### src/rtl/pic_pc_sequencer_if.sv
// Handshake bundle between pic_pc_sequencer (master) and the decoder/fetch side (slave).
// Carries the end-of-cycle control requests and the phase, PC and status outputs.
interface pic_pc_sequencer_if #(
    parameter int unsigned PC_WIDTH = 13,
    parameter int unsigned PHASES   = 4
);
    localparam int unsigned QW = (PHASES > 2) ? $clog2(PHASES) : 1;

    logic                do_branch;
    logic                do_call;
    logic                do_ret;
    logic                do_skip;
    logic [PC_WIDTH-1:0] target;
    logic                int_req;
    logic [QW-1:0]       q_phase;
    logic                cycle_end;
    logic                instr_rd_en;
    logic [PC_WIDTH-1:0] pc_out;
    logic                exec_nop;
    logic                int_ack;
    logic                stack_ovf;
    logic                stack_unf;

    modport master (
        input  do_branch, do_call, do_ret, do_skip, target, int_req,
        output q_phase, cycle_end, instr_rd_en, pc_out, exec_nop, int_ack,
               stack_ovf, stack_unf
    );

    modport slave (
        output do_branch, do_call, do_ret, do_skip, target, int_req,
        input  q_phase, cycle_end, instr_rd_en, pc_out, exec_nop, int_ack,
               stack_ovf, stack_unf
    );
endinterface

### src/rtl/pic_pc_sequencer.sv
// Q-phase counter, program counter and circular return stack for the midrange core.
// Define PIC_STACK_ERR_EN to enable the sticky stack_ovf / stack_unf flags.
module pic_pc_sequencer #(
    parameter int unsigned PC_WIDTH     = 13,
    parameter int unsigned PHASES       = 4,
    parameter int unsigned STACK_DEPTH  = 8,
    parameter int unsigned RESET_VECTOR = 0,
    parameter int unsigned INT_VECTOR   = 4
) (
    input logic                  clk,
    input logic                  rst,
    pic_pc_sequencer_if.master   bus
);
    localparam int unsigned QW  = (PHASES > 2) ? $clog2(PHASES) : 1;
    localparam int unsigned SPW = $clog2(STACK_DEPTH);

    logic [QW-1:0]       phase_q, phase_d;
    logic [PC_WIDTH-1:0] pc_q, pc_d;
    logic                nop_q, nop_d;
    logic                ack_q, ack_d;
    logic [SPW-1:0]      sp_q, sp_d;
    logic                push, pop;
    logic                cyc_end;
    logic [PC_WIDTH-1:0] pc_inc;
    logic [PC_WIDTH-1:0] stack_top;

    logic [PC_WIDTH-1:0] stack_mem [STACK_DEPTH];

    assign cyc_end   = (phase_q == QW'(PHASES - 1));
    assign pc_inc    = pc_q + PC_WIDTH'(1);
    assign stack_top = stack_mem[sp_q - SPW'(1)];

    always_comb begin
        phase_d = cyc_end ? '0 : phase_q + QW'(1);
        pc_d    = pc_q;
        nop_d   = nop_q;
        ack_d   = 1'b0;
        push    = 1'b0;
        pop     = 1'b0;
        if (cyc_end) begin
            if (nop_q) begin
                // Flushed slot: requests from the discarded instruction are ignored.
                pc_d  = pc_inc;
                nop_d = 1'b0;
            end else if (bus.do_ret) begin
                pop   = 1'b1;
                pc_d  = stack_top;
                nop_d = 1'b1;
            end else if (bus.do_call) begin
                push  = 1'b1;
                pc_d  = bus.target;
                nop_d = 1'b1;
            end else if (bus.do_branch) begin
                pc_d  = bus.target;
                nop_d = 1'b1;
            end else if (bus.do_skip) begin
                pc_d  = pc_inc;
                nop_d = 1'b1;
            end else if (bus.int_req) begin
                push  = 1'b1;
                pc_d  = PC_WIDTH'(INT_VECTOR);
                nop_d = 1'b1;
                ack_d = 1'b1;
            end else begin
                pc_d  = pc_inc;
            end
        end
    end

    always_comb begin
        sp_d = sp_q;
        if (push) begin
            sp_d = sp_q + SPW'(1);
        end else if (pop) begin
            sp_d = sp_q - SPW'(1);
        end
    end

    always_ff @(posedge clk or posedge rst) begin
        if (rst) begin
            phase_q <= '0;
            pc_q    <= PC_WIDTH'(RESET_VECTOR);
            nop_q   <= 1'b1;
            ack_q   <= 1'b0;
            sp_q    <= '0;
        end else begin
            phase_q <= phase_d;
            pc_q    <= pc_d;
            nop_q   <= nop_d;
            ack_q   <= ack_d;
            sp_q    <= sp_d;
        end
    end

    // Contents are deliberately left unreset; the pushed value is the prefetch address.
    always_ff @(posedge clk) begin
        if (push) begin
            stack_mem[sp_q] <= pc_q;
        end
    end

`ifdef PIC_STACK_ERR_EN
    localparam int unsigned CW = SPW + 1;

    logic [CW-1:0] cnt_q, cnt_d;
    logic          ovf_q, ovf_d;
    logic          unf_q, unf_d;
    logic          cnt_full, cnt_empty;

    assign cnt_full  = (cnt_q == CW'(STACK_DEPTH));
    assign cnt_empty = (cnt_q == '0);

    always_comb begin
        cnt_d = cnt_q;
        ovf_d = ovf_q;
        unf_d = unf_q;
        if (push) begin
            if (cnt_full) ovf_d = 1'b1;
            else          cnt_d = cnt_q + CW'(1);
        end else if (pop) begin
            if (cnt_empty) unf_d = 1'b1;
            else           cnt_d = cnt_q - CW'(1);
        end
    end

    always_ff @(posedge clk or posedge rst) begin
        if (rst) begin
            cnt_q <= '0;
            ovf_q <= 1'b0;
            unf_q <= 1'b0;
        end else begin
            cnt_q <= cnt_d;
            ovf_q <= ovf_d;
            unf_q <= unf_d;
        end
    end

    assign bus.stack_ovf = ovf_q;
    assign bus.stack_unf = unf_q;
`else
    assign bus.stack_ovf = 1'b0;
    assign bus.stack_unf = 1'b0;
`endif

    assign bus.q_phase     = phase_q;
    assign bus.cycle_end   = cyc_end;
    assign bus.instr_rd_en = (phase_q == '0);
    assign bus.pc_out      = pc_q;
    assign bus.exec_nop    = nop_q;
    assign bus.int_ack     = ack_q;
endmodule

### src/flat_wrapper.sv
// flat-port wrapper written by rule: the top's interface ports become plain ports
module pic_pc_sequencer_flat 
#(
    parameter int unsigned PC_WIDTH     = 13,
    parameter int unsigned PHASES       = 4,
    parameter int unsigned STACK_DEPTH  = 8,
    parameter int unsigned RESET_VECTOR = 0,
    parameter int unsigned INT_VECTOR   = 4
)
  (clk, rst, bus_do_branch, bus_do_call, bus_do_ret, bus_do_skip, bus_target, bus_int_req, bus_q_phase, bus_cycle_end, bus_instr_rd_en, bus_pc_out, bus_exec_nop, bus_int_ack, bus_stack_ovf, bus_stack_unf);
  pic_pc_sequencer_if #(.PC_WIDTH(PC_WIDTH), .PHASES(PHASES)) bus_i ();
  input logic clk;
  input logic rst;
  input wire logic [$bits(bus_i.do_branch)-1:0] bus_do_branch;
  input wire logic [$bits(bus_i.do_call)-1:0] bus_do_call;
  input wire logic [$bits(bus_i.do_ret)-1:0] bus_do_ret;
  input wire logic [$bits(bus_i.do_skip)-1:0] bus_do_skip;
  input wire logic [$bits(bus_i.target)-1:0] bus_target;
  input wire logic [$bits(bus_i.int_req)-1:0] bus_int_req;
  output wire logic [$bits(bus_i.q_phase)-1:0] bus_q_phase;
  output wire logic [$bits(bus_i.cycle_end)-1:0] bus_cycle_end;
  output wire logic [$bits(bus_i.instr_rd_en)-1:0] bus_instr_rd_en;
  output wire logic [$bits(bus_i.pc_out)-1:0] bus_pc_out;
  output wire logic [$bits(bus_i.exec_nop)-1:0] bus_exec_nop;
  output wire logic [$bits(bus_i.int_ack)-1:0] bus_int_ack;
  output wire logic [$bits(bus_i.stack_ovf)-1:0] bus_stack_ovf;
  output wire logic [$bits(bus_i.stack_unf)-1:0] bus_stack_unf;
  assign bus_i.do_branch = bus_do_branch;
  assign bus_i.do_call = bus_do_call;
  assign bus_i.do_ret = bus_do_ret;
  assign bus_i.do_skip = bus_do_skip;
  assign bus_i.target = bus_target;
  assign bus_i.int_req = bus_int_req;
  assign bus_q_phase = bus_i.q_phase;
  assign bus_cycle_end = bus_i.cycle_end;
  assign bus_instr_rd_en = bus_i.instr_rd_en;
  assign bus_pc_out = bus_i.pc_out;
  assign bus_exec_nop = bus_i.exec_nop;
  assign bus_int_ack = bus_i.int_ack;
  assign bus_stack_ovf = bus_i.stack_ovf;
  assign bus_stack_unf = bus_i.stack_unf;
  pic_pc_sequencer #(.PC_WIDTH(PC_WIDTH), .PHASES(PHASES), .STACK_DEPTH(STACK_DEPTH), .RESET_VECTOR(RESET_VECTOR), .INT_VECTOR(INT_VECTOR)) u_core (.clk(clk), .rst(rst), .bus(bus_i));
endmodule
### config.mk
export PLATFORM = sky130hd
export DESIGN_NAME = pic_pc_sequencer_flat
export DESIGN_NICKNAME = d
export VERILOG_FILES = /design/src/rtl/pic_pc_sequencer_if.sv /design/src/rtl/pic_pc_sequencer.sv /design/src/flat_wrapper.sv
export SDC_FILE = /design/constraint.sdc
export NUM_CORES = 1
export LEC_CHECK = 0
export CAP_MARGIN = 10
export CORE_UTILIZATION = 55
export CTS_CLUSTER_SIZE = 24
export DETAILED_ROUTE_END_ITERATION = 8
export DONT_BUFFER_PORTS = 1
export GPL_ROUTABILITY_DRIVEN = 0
export PLACE_DENSITY = 0.66
export SYNTH_ARGS = -nofsm -noshare
export SYNTH_HDL_FRONTEND = slang
export SYNTH_SLANG_ARGS = --single-unit
### constraint.sdc
create_clock -name clk -period 4.3 [get_ports clk]
set_clock_uncertainty 0.1 [all_clocks]
set_input_delay 0.86 -clock clk [delete_from_list [all_inputs] [get_ports clk]]
set_output_delay 0.86 -clock clk [all_outputs]
set_load 0.01 [all_outputs]
==> results of run 1 <==
==> cells by family (layout without fill, tap and decap cells) <==
group,after synthesis,count (layout),share of synthesized area (%)
compound gates,56,56,6.76
buf+inv,27,51,2.66
fa+ha+maj,5,5,1.16
xor+xnor,10,10,1.63
mux,32,32,9.93
flops,124,124,67.5
simple gates,106,106,10.3
other cells,1,3,0.0698
==> how the worst min path moves through the flow <==
| stage | end | slack (ns) | depth (start not counted) |
|---|---|---|---|
| floorplan | u_core.bus.q_phase[0] | 0.40 | 1 |
| global placement | u_core.bus.q_phase[0] | 0.43 | 1 |
| detailed placement | u_core.bus.q_phase[0] | 0.43 | 1 |
| CTS | u_core.bus.pc_out[0] | 0.35 | 2 |
| global route | u_core.bus.pc_out[1] | 0.36 | 1 |
| finish | u_core.bus.q_phase[0] | 0.32 | 1 |
==> area by class of cell <==
cell class                      instances  area share (%)
Antenna cell                            1          0.0411
Tap cell                              129            2.65
Sequential cell                       124            59.5
Multi-Input combinational cell        211            26.7
Timing Repair Buffer                   11            1.36
Clock buffer                           17            6.80
Clock inverter                         15            2.43
Inverter                                8           0.493
==> flip-flops by register name (all words and copies together), names as in the netlist <==
name                 count
u_core.bus.exec_nop      1
u_core.bus.int_ack       1
u_core.bus.pc_out       13
u_core.bus.q_phase       2
u_core.sp_q              3
u_core.stack_mem       104
==> power breakdown <==
group | internal, mW | leakage [nW] | switching [mW]
clock | 0.821 | 0.275 | 0.519
combinational | 0.489 | 0.646 | 0.654
sequential | 1.52 | 1.18 | 0.326
==> synthesized netlist by cell type (all sizes together) <==
cell type  instances  share of area [%]
a2111oi            2               0.33
a21boi             1               0.14
a21o               1               0.14
a21oi             13                1.2
a221oi             4               0.65
a22oi              2               0.28
a311o              1               0.19
a311oi             2               0.33
a31oi              5               0.58
a41oi              1               0.16
and2               2               0.23
and3               4               0.47
and4bb             2               0.47
buf               14                1.7
clkbuf             5               0.35
conb               1              0.070
dfrtp             19                8.9
dfstp              1               0.49
edfxtp           104                 58
ha                 5                1.2
inv                8               0.56
mux2i             15                2.8
mux4              17                7.1
nand2             35                2.4
nand2b             3               0.35
nand3             13                1.2
nand3b             1               0.14
nand4             10                1.3
nand4b             2               0.33
nor2              18                1.3
nor2b              4               0.47
nor3               8               0.93
nor4b              1               0.28
o211ai             2               0.28
o21a               2               0.28
o21ai             15                1.4
o2bb2ai            3               0.49
o311ai             1               0.16
o31ai              1               0.14
or2                1               0.12
or3                2               0.33
xnor2              5               0.82
xor2               5               0.82
==> per-layer routing <==
layer / part of all wire, % / wire (µm) / vias up
met5: 0 / 0 / -
met4: 3.9 / 470 / 0
met3: 6.1 / 736 / 29
met2: 51 / 6100 / 105
met1: 39 / 4750 / 1602
li1: - / - / 1434
==> worst max-delay path: stages (launching register included) <==
cell	delay, ns
sky130_fd_sc_hd__dfrtp_1	0.43
sky130_fd_sc_hd__ha_1	0.17
sky130_fd_sc_hd__buf_4	0.27
sky130_fd_sc_hd__nand2_1	0.25
sky130_fd_sc_hd__nor3_1	0.35
sky130_fd_sc_hd__nand2_1	0.19
sky130_fd_sc_hd__nor3_2	0.87
==> run_results.csv, run 1 <==
group,metric,value,unit
detailed_routing,detail-route-antenna-nets,0,
timing,tightest_slew,1.11,ns
detailed_routing,via_per_inst,6.14,
clock_tree,postCtsHoldBufs,0,
placement,dp_slack,1.21,ns
detailed_routing,wl_per_cell,23.4,µm
clock_tree,tritoncts,"yes",
global_routing,globalRouteOverflowTotal,0,
detailed_routing,routed_wirelength,12100,µm
placement,post_dp_cell_area,5520,µm²
logic_synthesis,seq_total_area_yosys,67.5,%
power_and_ir_drop,ir_drop,553,µV
cells_and_area,total_area_of_multi_input_combinational_cells,1620,µm²
clock_tree,clock-root-buffer,"sky130_fd_sc_hd__clkbuf_8",
placement,placed_instances,483,
cells_and_area,post-route-cell-area,6090,µm²
clock_tree,cts_buffers,17,
power_and_ir_drop,power.density,711,nW/µm²
detailed_routing,dr_total_vias,3170,
timing,slew_headroom,25.6,%
detailed_routing,remaining_drc_errors,0,
cells_and_area,nFillCells,674,
placement,detailed_place_hpwl,7950,µm
cells_and_area,syn_to_final_growth,13.4,%
clock_tree,htree_levels,4,
critical_path,ff2ff_path_depth,6,
critical_path,startpoint_class_of_the_critical_path,"flop",
timing,worst_hold_margin,0.323,ns
logic_synthesis,synth.ff_latch_count,124,
logic_synthesis,post_synth_instance_area,5370,µm²
global_routing,grt_util_met1,32.1,%
cells_and_area,layout_commonest_cell,"sky130_fd_sc_hd__edfxtp_1",
timing,setup_ws,1.27,ns
global_routing,number_of_global_route_vias_before_repair,3221,
clock_tree,cts_setup_buffers,0,
logic_synthesis,synthDistinctLibCells,51,
logic_synthesis,avgSynthCellArea,14.9,µm²
global_routing,met2_usage,42.4,%
critical_path,worstSetupPathType,"flop to flop",
global_routing,grt_util_met3,6.87,%
flow_run,timing.max_cap.violations,0,
clock_tree,clock_path_buffers,2,
cells_and_area,proportion_of_layout_cells_with_a_drive_suffix_above_1,18.1,%
detailed_routing,drt_iter0_markers,306,
floorplanning,placement_rows,35,
critical_path,critical_path.reg2reg.startpoint,"u_core.bus.q_phase[0]",
critical_path,worst_r2r_endpoint,"u_core.stack_mem[0][6]",
cells_and_area,final_core_utilization,65.3,%
cells_and_area,final-instance-count-excl-fill,516,
worst_hold_path,min_path_type,"input port to async pin",
logic_synthesis,post_synth_inst_count,361,
clock_tree,numClockSinks,124,
floorplanning,die_y,101,µm
timing,max_freq,0.330,GHz
timing,report.final.slew_viol_count,0,
logic_synthesis,yosysWarningCount,0,
status,outcome,"completed",
critical_path,worstPathMaxFanout,26,
global_routing,pin_count_of_the_biggest_net_entering_global_routing,33,
timing,grt_setup_unrepaired,"no",
critical_path,worstSetupEndpointType,"flop",
timing,finalCriticalPeriod,3.03,ns
timing,layout_worst_path_cycle_share,70.5,%
placement,buffer_ports.inserted,0,
critical_path,worst-endpoint-arrival,3.06,ns
critical_path,r2r_setup_slack,1.27,ns
global_routing,number_of_antenna_violations_at_the_first_check_in_global_routing,1,
floorplanning,core_area,9330,µm²
clock_tree,cts.reportedPaths.clkPinSlew,0.06,ns
critical_path,endpoint,"u_core.stack_mem[0][6]",
cells_and_area,sequential_cell_area,3620,µm²
timing,timing_hold_violations_final,0,
floorplanning,die-area,10200,µm²
floorplanning,dieWidth,101,µm
power_and_ir_drop,total_leakage_power,2.10,nW
global_routing,grt_first_pass_wirelength,18400,µm
floorplanning,initial_core_util,57.6,%
cells_and_area,commonest_cells_after_routing_fill_and_taps_aside,"sky130_fd_sc_hd__edfxtp_1 (104), sky130_fd_sc_hd__nand2_1 (35), sky130_fd_sc_hd__dfrtp_1 (19)",
global_routing,groute.usage.overall,26.3,%
clock_tree,ctsResizeCount,0,
timing,finalSetupViolCount,0,
critical_path,worst_ep_required_time,4.33,ns
critical_path,worstSetupStartpoint,"u_core.bus.q_phase[0]",
clock_tree,clock_latency,0.52,ns
detailed_routing,drt-pass1-iter-count,5,
floorplanning,floorplan.io_pins,41,
global_routing,gr-max-usage-layer,"met2",
cells_and_area,nNetsFinal,398,
timing,setup_tns,0,ns
power_and_ir_drop,power,4.33,mW
No activity file was read; power rests on OpenSTA's default activity.
==> run 2, diff against run 1 <==
Settings changed: PLACE_DENSITY 0.66 to 0.69.
Clock period 4.3 ns to 2.7 ns, I/O delays scaled along.
==> run 2 against run 1 <==
First-iteration DRC count shrank 23%. Die area unchanged. Count of clock-buffer cells in the layout up 3.
==> run_results.csv, run 2 (synthesis gave the netlist of run 1 again) <==
group,metric,value,unit
critical_path,worstSetupStartpoint,"u_core.sp_q[1]",
clock_tree,postCtsHoldBufs,0,
clock_tree,tritoncts,"yes",
flow_run,timing.max_cap.violations,0,
global_routing,pin_count_of_the_biggest_net_entering_global_routing,33,
timing,worst_hold_margin,0.000850,ns
cells_and_area,proportion_of_layout_cells_with_a_drive_suffix_above_1,20.6,%
timing,layout_worst_path_cycle_share,86.2,%
timing,slew_headroom,41.5,%
floorplanning,die-area,10200,µm²
cells_and_area,syn_to_final_growth,15.0,%
floorplanning,dieWidth,101,µm
timing,timing_hold_violations_final,0,
power_and_ir_drop,total_switching_power,2.30,mW
global_routing,number_of_antenna_violations_at_the_first_check_in_global_routing,0,
floorplanning,core_area,9330,µm²
power_and_ir_drop,ir_drop,625,µV
clock_tree,htree_levels,4,
detailed_routing,drt_iter0_markers,235,
critical_path,r2r_setup_slack,0.37,ns
detailed_routing,drt-pass1-iter-count,5,
cells_and_area,layout_commonest_cell,"sky130_fd_sc_hd__edfxtp_1",
timing,report.final.slew_viol_count,0,
detailed_routing,routed_wirelength,12000,µm
global_routing,groute.usage.overall,26.4,%
critical_path,worstSetupEndpointType,"flop",
clock_tree,clock-root-buffer,"sky130_fd_sc_hd__clkbuf_8",
timing,finalSetupViolCount,0,
global_routing,globalRouteOverflowTotal,0,
power_and_ir_drop,power.share.switching,33.7,%
critical_path,endpoint,"u_core.bus.pc_out[7]",
cells_and_area,diodes,0,
placement,dp_slack,0.432,ns
critical_path,worstSetupPathType,"flop to flop",
placement,detailed_place_hpwl,7960,µm
floorplanning,floorplan.io_pins,41,
power_and_ir_drop,total_leakage_power,2.17,nW
critical_path,ff2ff_path_depth,7,
global_routing,grt_first_pass_wirelength,18900,µm
critical_path,worstPathCellList,"inv_1 -> ha_1 -> xnor2_1 -> a2111oi_0 -> a311oi_1 -> o21ai_1 -> nand3_1",
clock_tree,cts_setup_buffers,0,
clock_tree,ctsResizeCount,0,
cells_and_area,commonest_cells_after_routing_fill_and_taps_aside,"sky130_fd_sc_hd__edfxtp_1 (104), sky130_fd_sc_hd__nand2_1 (35), sky130_fd_sc_hd__buf_4 (28)",
floorplanning,placement_rows,35,
detailed_routing,remaining_drc_errors,0,
detailed_routing,wl_per_cell,22.6,µm
cells_and_area,final_core_utilization,66.2,%
placement,buffer_ports.inserted,0,
critical_path,worst-endpoint-arrival,2.67,ns
critical_path,critical_path.reg2reg.startpoint,"u_core.sp_q[1]",
floorplanning,die_y,101,µm
clock_tree,clock_latency,0.51,ns
critical_path,worst_ep_required_time,3.05,ns
timing,grt_setup_unrepaired,"no",
critical_path,worst_r2r_endpoint,"u_core.bus.pc_out[7]",
cells_and_area,nNetsFinal,415,
power_and_ir_drop,power.density,1110,nW/µm²
power_and_ir_drop,p_clk_share,29.3,%
floorplanning,initial_core_util,57.6,%
status,outcome,"completed",
timing,max_freq,0.430,GHz
power_and_ir_drop,share_seq_of_total_power,40.2,%
power_and_ir_drop,power,6.83,mW
cells_and_area,largest_register_ffs,104,
cells_and_area,top_register,"u_core.stack_mem",
clock_tree,cts.reportedPaths.clkPinSlew,0.06,ns
worst_hold_path,min_path_type,"input port to async pin",
cells_and_area,nFillCells,654,
timing,finalCriticalPeriod,2.33,ns
clock_tree,numClockSinks,124,
clock_tree,clock_path_buffers,2,
global_routing,number_of_global_route_vias_before_repair,3332,
timing,setup_tns,0,ns
critical_path,worstPathMaxFanout,7,
timing,tightest_slew,0.877,ns
power_and_ir_drop,combPwrFrac,30.5,%
power_and_ir_drop,power.internal,4.53,mW
timing,setup_ws,0.372,ns
critical_path,worst_path_max_delay_cell,"sky130_fd_sc_hd__xnor2_1",
clock_tree,cts_buffers,17,
detailed_routing,dr_total_vias,3224,
detailed_routing,via_per_inst,6.06,
critical_path,startpoint_class_of_the_critical_path,"flop",
critical_path,timing.critical_path.slowest_cell_delay,0.58,ns
detailed_routing,detail-route-antenna-nets,0,
-- run 2: cell types whose count changed in the layout (fill, tap and decap cells not counted), sizes merged --
cell | previous run | this run
clkbuf | 17 | 20
clkinv | 9 | 10
diode | 1 | 0
clkinvlp | 2 | 1
inv | 10 | 8
buf | 11 | 28
bufinv | 2 | 1
-- run 2: metal layers --
metal	GRT usage, %	vias to the layer above	wire length, µm
met3	6.17	19	919
li1	-	1460	-
met4	11.0	0	248
met1	34.8	1626	4870
met2	42.5	119	5970
met5	0	-	0
-- run 2: worst max-delay path, delay by kind of cell (launching register included) --
family                     cells  cell delay, ns
AOI/OAI and AO/OA              3            0.63
xor gates and xnor gates       1            0.58
DFF                            1            0.47
adders and majority gates      1            0.26
buffers and inverters          1            0.12
and+or+nand+nor                1            0.10
-- run 2: per-stage QoR --
stage / instances / cell area (µm²)
finish: 532 / 6180
global route: 532 / 6180
CTS: 532 / 6180
detailed placement: 500 / 5650
global placement: 500 / 5650
floorplan: 362 / 5380
-- run 2: worst min path at each step --
stage / endpoint / slack [ns] / cells past startpoint / start
CTS: u_core.bus.int_ack / 0.03 / 1 / rst
global route: u_core.bus.pc_out[0] / 0.04 / 2 / bus_target[0]
floorplan: u_core.bus.int_ack / 0.40 / 1 / rst
finish: u_core.bus.int_ack / 0.0009 / 1 / rst
detailed placement: u_core.bus.q_phase[0] / 0.43 / 1 / u_core.bus.q_phase[0]
global placement: u_core.bus.q_phase[0] / 0.42 / 1 / u_core.bus.q_phase[0]
-- run 2: layout make-up --
class	instances	area, µm²	area share (%)
clock buffers	20	425	6.89
clock inverters	12	100	1.62
inverters	8	30.0	0.486
multi-input cells	211	1620	26.3
flip-flops and latches	124	3620	58.7
well taps	129	161	2.61
repair buffers	28	210	3.40
-- run 2: power by group through the flow --
stage          Clock (mW)  Sequential [mW]  Combinational [mW]
2_1_floorplan           0             2.76                1.46
3_3_place_gp            0             2.77                2.05
3_5_place_dp            0             2.78                2.07
4_1_cts              2.02             2.74                2.09
5_1_grt              2.10             2.78                2.27
6_report             2.00             2.74                2.09
